[src/rtl/pong_pkg.sv]
// Shared definitions for the Pong game-flow controller: FSM state encoding
// and score digit width.
package pong_pkg;

    typedef enum logic [1:0] {
        ST_NEWGAME = 2'd0,
        ST_PLAY    = 2'd1,
        ST_NEWBALL = 2'd2,
        ST_OVER    = 2'd3
    } state_t;

    localparam int DIG_W = 4;

endpackage

[src/rtl/bcd2_counter.sv]
// Two-digit BCD score counter, 00..99 with wrap; clear takes priority over
// increment.
module bcd2_counter
    import pong_pkg::*;
(
    input  logic             clk,
    input  logic             reset_n,
    input  logic             clr,
    input  logic             inc,
    output logic [DIG_W-1:0] d1,
    output logic [DIG_W-1:0] d0
);

    localparam logic [DIG_W-1:0] DIG_MAX = DIG_W'(9);

    always_ff @(posedge clk or negedge reset_n) begin
        if (!reset_n) begin
            d1 <= '0;
            d0 <= '0;
        end else if (clr) begin
            d1 <= '0;
            d0 <= '0;
        end else if (inc) begin
            if (d0 == DIG_MAX) begin
                d0 <= '0;
                d1 <= (d1 == DIG_MAX) ? '0 : d1 + 1'b1;
            end else begin
                d0 <= d0 + 1'b1;
            end
        end
    end

endmodule

[src/rtl/pong_game_ctrl.sv]
// Pong game-flow controller: start/pause/game-over sequencing, score and
// balls-remaining bookkeeping, and region/freeze enables for graphics.
//
// state      | meaning
// -----------+-------------------------------------------------------------
// ST_NEWGAME | rule text shown, waiting for a button press to start a game
// ST_PLAY    | ball in motion, hits score and misses cost a ball
// ST_NEWBALL | frozen pause after a miss; leave on press once timer expires
// ST_OVER    | "Game Over" shown until the timer expires
module pong_game_ctrl
    import pong_pkg::*;
#(
    parameter int BALLS_INIT  = 3,
    parameter int TIMER_TICKS = 120,
    parameter int TIMER_W     = 7
) (
    input  logic             clk,
    input  logic             reset_n,
    input  logic [1:0]       btn,
    input  logic             refr_tick,
    input  logic             hit,
    input  logic             miss,
    output logic [DIG_W-1:0] dig0,
    output logic [DIG_W-1:0] dig1,
    output logic [1:0]       ball,
    output logic             gra_still,
    output logic             rule_en,
    output logic             over_en
);

    localparam logic [TIMER_W-1:0] TIMER_LOAD = TIMER_W'(TIMER_TICKS);
    localparam logic [1:0]         BALL_LOAD  = 2'(BALLS_INIT);

    state_t             state, state_next;
    logic [1:0]         ball_next;
    logic [1:0]         btn_q;
    logic [TIMER_W-1:0] timer;
    logic               press;
    logic               timer_done;
    logic               timer_load;
    logic               score_clr;
    logic               score_inc;

    assign press      = |(btn & ~btn_q);
    assign timer_done = (timer == '0);
    assign timer_load = (state_next != state) &&
                        ((state_next == ST_NEWBALL) || (state_next == ST_OVER));

    always_comb begin
        state_next = state;
        ball_next  = ball;
        score_clr  = 1'b0;
        score_inc  = 1'b0;
        case (state)
            ST_NEWGAME: begin
                if (press) begin
                    score_clr  = 1'b1;
                    ball_next  = BALL_LOAD;
                    state_next = ST_PLAY;
                end
            end
            ST_PLAY: begin
                score_inc = hit;
                if (miss) begin
                    if (ball == 2'd0) begin
                        state_next = ST_OVER;
                    end else begin
                        ball_next  = ball - 1'b1;
                        state_next = ST_NEWBALL;
                    end
                end
            end
            ST_NEWBALL: begin
                // Presses during the pause are dropped, not remembered.
                if (timer_done && press) state_next = ST_PLAY;
            end
            ST_OVER: begin
                if (timer_done) state_next = ST_NEWGAME;
            end
            default: state_next = ST_NEWGAME;
        endcase
    end

    always_ff @(posedge clk or negedge reset_n) begin
        if (!reset_n) begin
            state     <= ST_NEWGAME;
            ball      <= BALL_LOAD;
            btn_q     <= '0;
            timer     <= '0;
            gra_still <= 1'b1;
            rule_en   <= 1'b1;
            over_en   <= 1'b0;
        end else begin
            state     <= state_next;
            ball      <= ball_next;
            btn_q     <= btn;
            if (timer_load) begin
                timer <= TIMER_LOAD;
            end else if (refr_tick && !timer_done) begin
                timer <= timer - 1'b1;
            end
            // Enables track the state being entered so they change with it.
            gra_still <= (state_next != ST_PLAY);
            rule_en   <= (state_next == ST_NEWGAME);
            over_en   <= (state_next == ST_OVER);
        end
    end

    bcd2_counter u_score (
        .clk     (clk),
        .reset_n (reset_n),
        .clr     (score_clr),
        .inc     (score_inc),
        .d1      (dig1),
        .d0      (dig0)
    );

endmodule
[config.mk]
export PLATFORM = sky130hd
export DESIGN_NAME = pong_game_ctrl
export DESIGN_NICKNAME = d
export VERILOG_FILES = /design/src/rtl/pong_pkg.sv /design/src/rtl/bcd2_counter.sv /design/src/rtl/pong_game_ctrl.sv
export SDC_FILE = /design/constraint.sdc
export NUM_CORES = 1
export LEC_CHECK = 0
export BUFFER_PORTS_ARGS = -buffer_cell sky130_fd_sc_hd__clkbuf_2
export CAP_MARGIN = 15
export CORE_ASPECT_RATIO = 0.9
export CORE_UTILIZATION = 25
export CTS_BUF_LIST = sky130_fd_sc_hd__clkbuf_8
export CTS_CLUSTER_DIAMETER = 80
export DETAILED_ROUTE_END_ITERATION = 12
export GPL_TIMING_DRIVEN = 0
export SLEW_MARGIN = 20
export SYNTH_ARGS = -nofsm -noshare
export SYNTH_HDL_FRONTEND = slang
export SYNTH_SLANG_ARGS = --single-unit
export TNS_END_PERCENT = 50
[constraint.sdc]
create_clock -name clk -period 2.3 [get_ports clk]
set_clock_uncertainty 0.15 [all_clocks]
set_input_delay 0.46 -clock clk [delete_from_list [all_inputs] [get_ports clk]]
set_output_delay 0.46 -clock clk [all_outputs]
set_load 0.02 [all_outputs]
# ---- Yosys cells after proc, flatten, opt, wreduce, memory -nomap -nowiden
# Index checks and enable logic that the tools add are counted.
dict set report totals {
  register_bits 24
  latch_bits 0
  mem_bits_rw 0
  rom_bits 0
  inputBits 7
  word_cells 65
  n_memories 0
}
dict set report classes {
  n_addsub 4
  n_mul 0
  div 0
  magnitude_cmp 0
  eq_ne 12
  n_shift 0
  n_mux 22
  bitwise_logic 2
  n_reduce_logical 16
}
# operator count
set op_table {}
lappend op_table {{$mux 4} 7}
lappend op_table {{$mux 2} 7}
lappend op_table {{$mux 7} 2}
lappend op_table {{$add 4x1->4 const B} 2}
lappend op_table {{$eq 2x2->1 const B} 4}
lappend op_table {{$eq 4x4->1 const B} 2}
lappend op_table {{$pmux 2 s4} 1}
lappend op_table {{$reduce_bool 2->1} 4}
lappend op_table {{$logic_not 7->1} 1}
lappend op_table {{$sub 7x1->7 const B} 1}
lappend op_table {{$logic_not 2->1} 3}
lappend op_table {{$ne 2x2->1 const B} 3}
lappend op_table {{$mux 1} 4}
lappend op_table {{$pmux 2 s2} 1}
lappend op_table {{$reduce_and 4->1} 1}
lappend op_table {{$logic_and 1x1->1} 3}
lappend op_table {{$and 2x2->2} 1}
lappend op_table {{$eq 2x1->1 const B} 1}
lappend op_table {{$ne 2x1->1 const B} 1}
lappend op_table {{$ne 2x2->1} 1}
lappend op_table {{$not 2->2} 1}
lappend op_table {{$reduce_and 2->1} 1}
lappend op_table {{$reduce_or 2->1} 1}
lappend op_table {{$sub 2x1->2 const B} 1}
lappend op_table {{other kinds (2)} 2}

# ---- Logic depth before layout (Yosys ltp)
# Gate-level depths: netlist of run 1.
dict set report depth {
  ltp_word 10
  mapped_depth 7
  ltp_nobuf 6
}

# ---- Modules after synthesis
# From an unflattened synthesis of run 1, not the netlist that was laid out.
dict set report hier_totals {
  cells_unflattened 126
  area_unflattened_um2 1315.0
}
# module instances cells_per_inst area_per_inst_um2 seq_area_each_um2
set modules_own_cells {}
lappend modules_own_cells {pong_game_ctrl 1 82 853.3 405.4}
lappend modules_own_cells {bcd2_counter 1 44 461.7 200.2}

# ---- Worst setup path before layout of run 1
# No wires, ideal clock.
dict set report synth_timing {
  path_type {register to register}
  start {reg timer[0]}
  end {reg rule_en}
  setup_ps 61
  arrival_time_ps 1786
  required_time_ps 2089
  slack_ps 303
  path_stages_with_launch 8
  n_path_buf 1
  period_less_slack_ps 1997
  path_cell_list {dfrtp_1 > inv_1 > ha_1 > or4b_1 > buf_2 > a311o_1 > a21oi_2 > and2_1}
}
dict set report synth_via {
  elab_chain_cells 5
  word_cells_on_any_way 6
}
# item line
set synth_rtl {}
lappend synth_rtl {{start, declared} pong_game_ctrl.sv:37} ;# logic [TIMER_W-1:0] timer;
lappend synth_rtl {{start signal, assigned} pong_game_ctrl.sv:100} ;# timer <= timer - 1'b1;
lappend synth_rtl {{$logic_not 7->1 *} pong_game_ctrl.sv:45} ;# assign timer_done = (timer == '0);
lappend synth_rtl {{$logic_and 1x1->1} pong_game_ctrl.sv:75} ;# if (timer_done && press) state_next = ST_PLAY;
lappend synth_rtl {{$mux 2} pong_game_ctrl.sv:75}
lappend synth_rtl {{$pmux 2 s4 *} pong_game_ctrl.sv:54} ;# case (state)
lappend synth_rtl {{$logic_not 2->1 *} pong_game_ctrl.sv:104} ;# rule_en <= (state_next == ST_NEWGAME);
lappend synth_rtl {{end signal, assigned} pong_game_ctrl.sv:104}
lappend synth_rtl {{end, declared} pong_game_ctrl.sv:27} ;# output logic rule_en,
# Mark *: on every way between the ends. The rest lies on a longest branch, timed or not.
# A chain may end at the register's enable or synchronous reset.

# ---- Worst setup path in the final report of run 1
# Same ends and word-level chain as after synthesis.

==> impl_metrics.ini, run 1 <==
[power_and_ir_drop]
vdd.ir_drop.worst_v = 0.000533
total_leakage_power_nw = 0.617
power_per_cell_area_mw_per_mm2 = 1120

[worst_setup_path]
timing.critical_path.cells = inv_1 > ha_1 > or4b_1 > buf_2 > a311o_1 > a21oi_2 > and2_1
criticalPathCategory = flip-flop to flip-flop
cp-end-kind = flip-flop
cp.arrival_ns = 2.30
crit_path_top_delay_cell = sky130_fd_sc_hd__or4b_1
critical_path.startpoint_type = flip-flop
cp_slowest_stage_delay_ns = 0.44
critical_register_to_register_path_endpoint = rule_en
timing.rr.start = timer[0]
cp.buffers_inverters = 2
path_delay_family = simple AND/OR/NAND/NOR gates
rr_worst_depth = 7
maximum_net_fanout_on_the_critical_path = 6
setup.reg_to_reg.worst_slack_ns = 0.07
worst-endpoint-required_ns = 2.37

[logic_synthesis]
mappedNetlistArea_sq_mm = 0.00122
yosysTopAreaCell = sky130_fd_sc_hd__dfrtp_1
yosys_register_bits = 24
async_flop_share = 1.00
yosys.area.top_type_share = 0.409
syn_avg_cell_area_sq_um = 9.57
number_of_standard_cells_after_synthesis = 128
seq_area_frac_synth = 0.494
synth_warnings = 0
synth_cell_types = 36
ys_dominant_reg_cell = sky130_fd_sc_hd__dfrtp_1
synth.area.top_cells = sky130_fd_sc_hd__dfrtp_1, sky130_fd_sc_hd__dfstp_2, sky130_fd_sc_hd__xor2_1
synth.top_cells.by_count = sky130_fd_sc_hd__dfrtp_1, sky130_fd_sc_hd__nor2_1, sky130_fd_sc_hd__inv_1, sky130_fd_sc_hd__nand2_1, sky130_fd_sc_hd__nor2b_1
synth_fp_nets = 137
post-synth-top-count-cell = sky130_fd_sc_hd__dfrtp_1
synth-edff-count = 0

[timing]
max_clock_freq_mhz = 448
tightest_slew_ns = 0.612
setup_repair_after_global_routing_missed_its_margin = no
setup_total_negative_slack_ns = 0
final.setup.worst_slack_ns = 0.0676
slew_violations = 0
timing.final.crit_share = 0.971
fin_hold_ws_ns = 0.0321
finalSetupViolations = 0
max_slew_margin = 0.592
timing.final.crit_period_ns = 2.23
report.final.hold_viol_count = 0

[floorplanning]
ios = 20
chip_width_um = 75.8
num_rows = 23
die_h_um = 68.4
die-area_sq_mm = 0.00518
core-area_sq_mm = 0.00458
start_util = 0.268

[placed_design]
dp_worst_setup_slack_ns = 0.118
post_detailed_placement_cell_area_sq_mm = 0.00140
hpwl_mm = 1.73
gp_congestion = 0.728
io_buffer_count = 19

[routing]
number_of_drc_violations_after_detailed_routing_iteration_0 = 47
route.final.wire_length_mm = 2.38
route.detailed.drc = 0
drt-pass1-iter-count = 4
ant_nets = 0
detailroute.via_count = 935
detail_route.vias_per_cell = 4.39
route.detailed.wl_per_inst_um = 11.2

[finish]
diodes = 0
final_util = 0.321
register_area_sq_um = 606
stdcell_area_sq_mm = 0.00147
fillers = 491
area_delta_synth_final_pct = 19.9
drive_gt1_frac = 0.199
multiInputGateArea_sq_um = 566
final_nets = 161

[run_status]
status = completed

[clocking]
clkLatencyLatePin_ns = 0.27
cts.htree.levels = 1
tritoncts = yes
postCtsSetupBuffers = 0
ctsHoldBuffers = 0
post_cts_resize_count = 0
clock_buffers_created_by_tritoncts = 3
clock_sinks = 24
longest_clk_path_bufs = 2
cts.reportedPaths.clkPinSlew_ns = 0.09
clock_tree.root_cell = sky130_fd_sc_hd__clkbuf_8

[global_routing]
gr-total-overflow = 0
first_global_vias = 835
grt_use_total = 0.106
antenna_found_initial = 0
grt_max_degree = 25
grt_first_pass_wirelength_mm = 3.95

[min_path]
hold_path_class = primary input to asynchronous set/reset pin

[job]
cap_viol_max_count = 0
-- layer usage --
layer | part of all wire | GRT usage
met5 | 0 | 0
met4 | 0.010 | 0.0440
met3 | 0.050 | 0.0383
met2 | 0.38 | 0.142
met1 | 0.56 | 0.153
-- kinds of logic after synthesis --
group	count (synthesis)	share of synthesized area
and+or+nand+nor	53	0.243
AOI/OAI and AO/OA	26	0.133
DFF	24	0.494
buffers and inverters	14	0.0439
xor gates and xnor gates	8	0.0572
adders and majority gates	2	0.0204
muxes	1	0.00817
-- worst reg2reg max path, cell delays in order, from the launching register on --
cell and delay (ns):
sky130_fd_sc_hd__dfrtp_1 0.42, sky130_fd_sc_hd__inv_1 0.08, sky130_fd_sc_hd__ha_1 0.22, sky130_fd_sc_hd__or4b_1 0.44, sky130_fd_sc_hd__buf_2 0.17, sky130_fd_sc_hd__a311o_1 0.35
sky130_fd_sc_hd__a21oi_2 0.20, sky130_fd_sc_hd__and2_1 0.15
-- placed cells by master (no fill, tap or decap), drive strengths merged, types with 2 or more instances in the layout --
master  instances
nor2           12
inv             9
nand4b          2
and2            2
ha              2
o21ai           7
xnor2           2
o211ai          3
nor3            2
a31oi           2
dfrtp          20
nand4           2
nor2b           8
nand2b          5
clkbuf         26
nand2           9
dfstp           4
xor2            6
a21oi           8
nor3b           4
-- flip-flops by register name, indices dropped and copies added, names as in the netlist --
signal,cells
timer,7
u_score.d1,4
btn_q,2
u_score.d0,4
state,2
over_en,1
ball,2
rule_en,1
gra_still,1
-- how the worst max path moves through the flow --
stage / to / slack [ns] / cells after the start / startpoint
3_3_place_gp: rule_en / 0.15 / 7 / timer[0]
2_1_floorplan: rule_en / 0.30 / 7 / timer[0]
6_report: rule_en / 0.07 / 7 / timer[0]
4_1_cts: rule_en / 0.07 / 7 / timer[0]
5_1_grt: rule_en / 0.006 / 7 / timer[0]
3_5_place_dp: rule_en / 0.12 / 7 / timer[0]
-- per-stage QoR --
stage          total power [mW]  instances
3_5_place_dp               1.29        209
6_report                   1.65        213
5_1_grt                    1.78        213
2_1_floorplan              1.11        128
3_3_place_gp               1.28        209
4_1_cts                    1.67        213
-- layout make-up --
class | count | share of cell area
Tap cell | 62 | 0.0528
Inverter | 9 | 0.0230
Clock inverter | 1 | 0.0204
Timing Repair Buffer | 19 | 0.0647
Multi-Input combinational cell | 90 | 0.385
Sequential cell | 24 | 0.412
Buffer | 5 | 0.0136
Clock buffer | 3 | 0.0281
-- power by group --
part / total, mW / internal [mW] / switching, mW / leakage (nW)
sequential: 0.704 / 0.574 / 0.129 / 0.283
clock: 0.368 / 0.233 / 0.135 / 0.0357
combinational: 0.580 / 0.230 / 0.350 / 0.298
Power figures use the tool's default switching activity.
==> run 2, diff against run 1 <==
- CORE_ASPECT_RATIO: 0.9 -> 0.75
==> impl_metrics.ini, run 2 (synthesis results as in run 1) <==
[worst_setup_path]
cp.arrival_ns = 2.21
setup.reg_to_reg.worst_slack_ns = 0.16
cp_slowest_stage_delay_ns = 0.43
critical_register_to_register_path_endpoint = rule_en
criticalPathCategory = flip-flop to flip-flop
path_delay_family = simple AND/OR/NAND/NOR gates
critical_path.startpoint_type = flip-flop
crit_path_top_delay_cell = sky130_fd_sc_hd__or4b_1
cp.buffers_inverters = 2
timing.critical_path.cells = inv_1 > ha_1 > or4b_1 > buf_2 > a311o_1 > a21oi_2 > and2_1
rr_worst_depth = 7
timing.rr.start = timer[0]
worst-endpoint-required_ns = 2.36
cp-end-kind = flip-flop
cp_startpoint = timer[0]
maximum_net_fanout_on_the_critical_path = 6

[power_and_ir_drop]
internal_power_mw = 0.956
netSwitchingPower_mw = 0.618
net_switching_share_of_the_total_power = 0.393
part_of_the_total_power_dissipated_in_the_clock_network = 0.185
power.share.combinational = 0.363
seq_power_share = 0.452
p_total_mw = 1.57
vdd.ir_drop.worst_v = 0.000453
total_leakage_power_nw = 0.610
power_per_cell_area_mw_per_mm2 = 1090

[finish]
top_register = timer
fillers = 498
stdcell_area_sq_mm = 0.00145
final_util = 0.316
drive_gt1_frac = 0.199
layout_common_cells = sky130_fd_sc_hd__dfrtp_1, sky130_fd_sc_hd__clkbuf_2, sky130_fd_sc_hd__nor2_1, sky130_fd_sc_hd__inv_1, sky130_fd_sc_hd__nand2_1
layout_top_registers = timer x7, u_score.d0 x4, u_score.d1 x4
final_nets = 161
area_delta_synth_final_pct = 18.1
most_frequent_standard_cell_in_the_layout_excluding_fill_and_tap_cells = sky130_fd_sc_hd__dfrtp_1
diodes = 0
final_cell_count_no_fill = 208
flip_flop_count_of_the_largest_register_all_copies_and_words_added = 7

[clocking]
tritoncts = yes
cts.htree.levels = 1
cts.reportedPaths.clkPinSlew_ns = 0.09
postCtsSetupBuffers = 0
ctsHoldBuffers = 0
clkLatencyLatePin_ns = 0.27
clock_buffers_created_by_tritoncts = 3
longest_clk_path_bufs = 2
clock_tree.root_cell = sky130_fd_sc_hd__clkbuf_8
post_cts_resize_count = 0
clock_sinks = 24

[global_routing]
antenna_found_initial = 0
gr-total-overflow = 0
grt_first_pass_wirelength_mm = 4.37
grt_max_degree = 25
first_global_vias = 886
grt_use_total = 0.106

[routing]
route.detailed.wl_per_inst_um = 12.1
detailroute.via_count = 954
drt-pass1-iter-count = 4
number_of_drc_violations_after_detailed_routing_iteration_0 = 59
detail_route.vias_per_cell = 4.59
route.detailed.drc = 0
ant_nets = 0
route.final.wire_length_mm = 2.52

[timing]
slew_violations = 0
fin_hold_ws_ns = 0.0310
tightest_slew_ns = 0.596
max_slew_margin = 0.603
max_clock_freq_mhz = 467
timing.final.crit_period_ns = 2.14
finalSetupViolations = 0
final.setup.worst_slack_ns = 0.158
report.final.hold_viol_count = 0
timing.final.crit_share = 0.931
setup_total_negative_slack_ns = 0
setup_repair_after_global_routing_missed_its_margin = no

[placed_design]
gp_congestion = 0.719
dp_cells = 204
dp_worst_setup_slack_ns = 0.196
io_buffer_count = 19
post_detailed_placement_cell_area_sq_mm = 0.00139
hpwl_mm = 1.80

[floorplanning]
ios = 20
start_util = 0.268
num_rows = 21
die-area_sq_mm = 0.00519
chip_width_um = 82.8
die_h_um = 62.6
core-area_sq_mm = 0.00457

[min_path]
hold_path_class = primary input to asynchronous set/reset pin

[run_status]
status = completed

[job]
cap_viol_max_count = 0
run 2: how the worst max path moves through the flow:
stage | end | slack [ns] | depth (start not counted)
final | rule_en | 0.16 | 7
after global routing | rule_en | 0.05 | 7
after CTS | rule_en | 0.17 | 7
after detailed placement | rule_en | 0.20 | 7
after global placement | rule_en | 0.20 | 7
after floorplan | rule_en | 0.30 | 7
run 2: final cells by class:
cell class	instances	area, sq um	area share
Inverter	9	33.8	0.0234
Timing Repair Buffer	19	95.1	0.0657
Tap cell	57	71.3	0.0493
Multi-Input combinational cell	90	566	0.391
Buffer	5	20.0	0.0138
Clock buffer	4	55.1	0.0381
Sequential cell	24	606	0.419
run 2: worst reg2reg max path: stages, from the launching register on:
cell and delay [ns]:
sky130_fd_sc_hd__dfrtp_1 0.41, sky130_fd_sc_hd__inv_1 0.07, sky130_fd_sc_hd__ha_1 0.20, sky130_fd_sc_hd__or4b_1 0.43
sky130_fd_sc_hd__buf_2 0.17, sky130_fd_sc_hd__a311o_1 0.34, sky130_fd_sc_hd__a21oi_2 0.18, sky130_fd_sc_hd__and2_1 0.14
run 2: layer usage:
layer	track usage	share of wire	vias to the layer above
met1	0.160	0.55	443
met3	0.0343	0.047	2
met2	0.140	0.40	23
met5	0	0	-
met4	0.0323	0.011	0
li1	-	-	486
run 2: power groups by stage:
| stage | registers [mW] | logic [mW] | clock network, mW |
|---|---|---|---|
| 3_3_place_gp | 0.714 | 0.563 | 0 |
| 5_1_grt | 0.739 | 0.646 | 0.314 |
| 3_5_place_dp | 0.716 | 0.576 | 0 |
| 6_report | 0.712 | 0.572 | 0.290 |
| 4_1_cts | 0.711 | 0.577 | 0.299 |
| 2_1_floorplan | 0.762 | 0.349 | 0 |
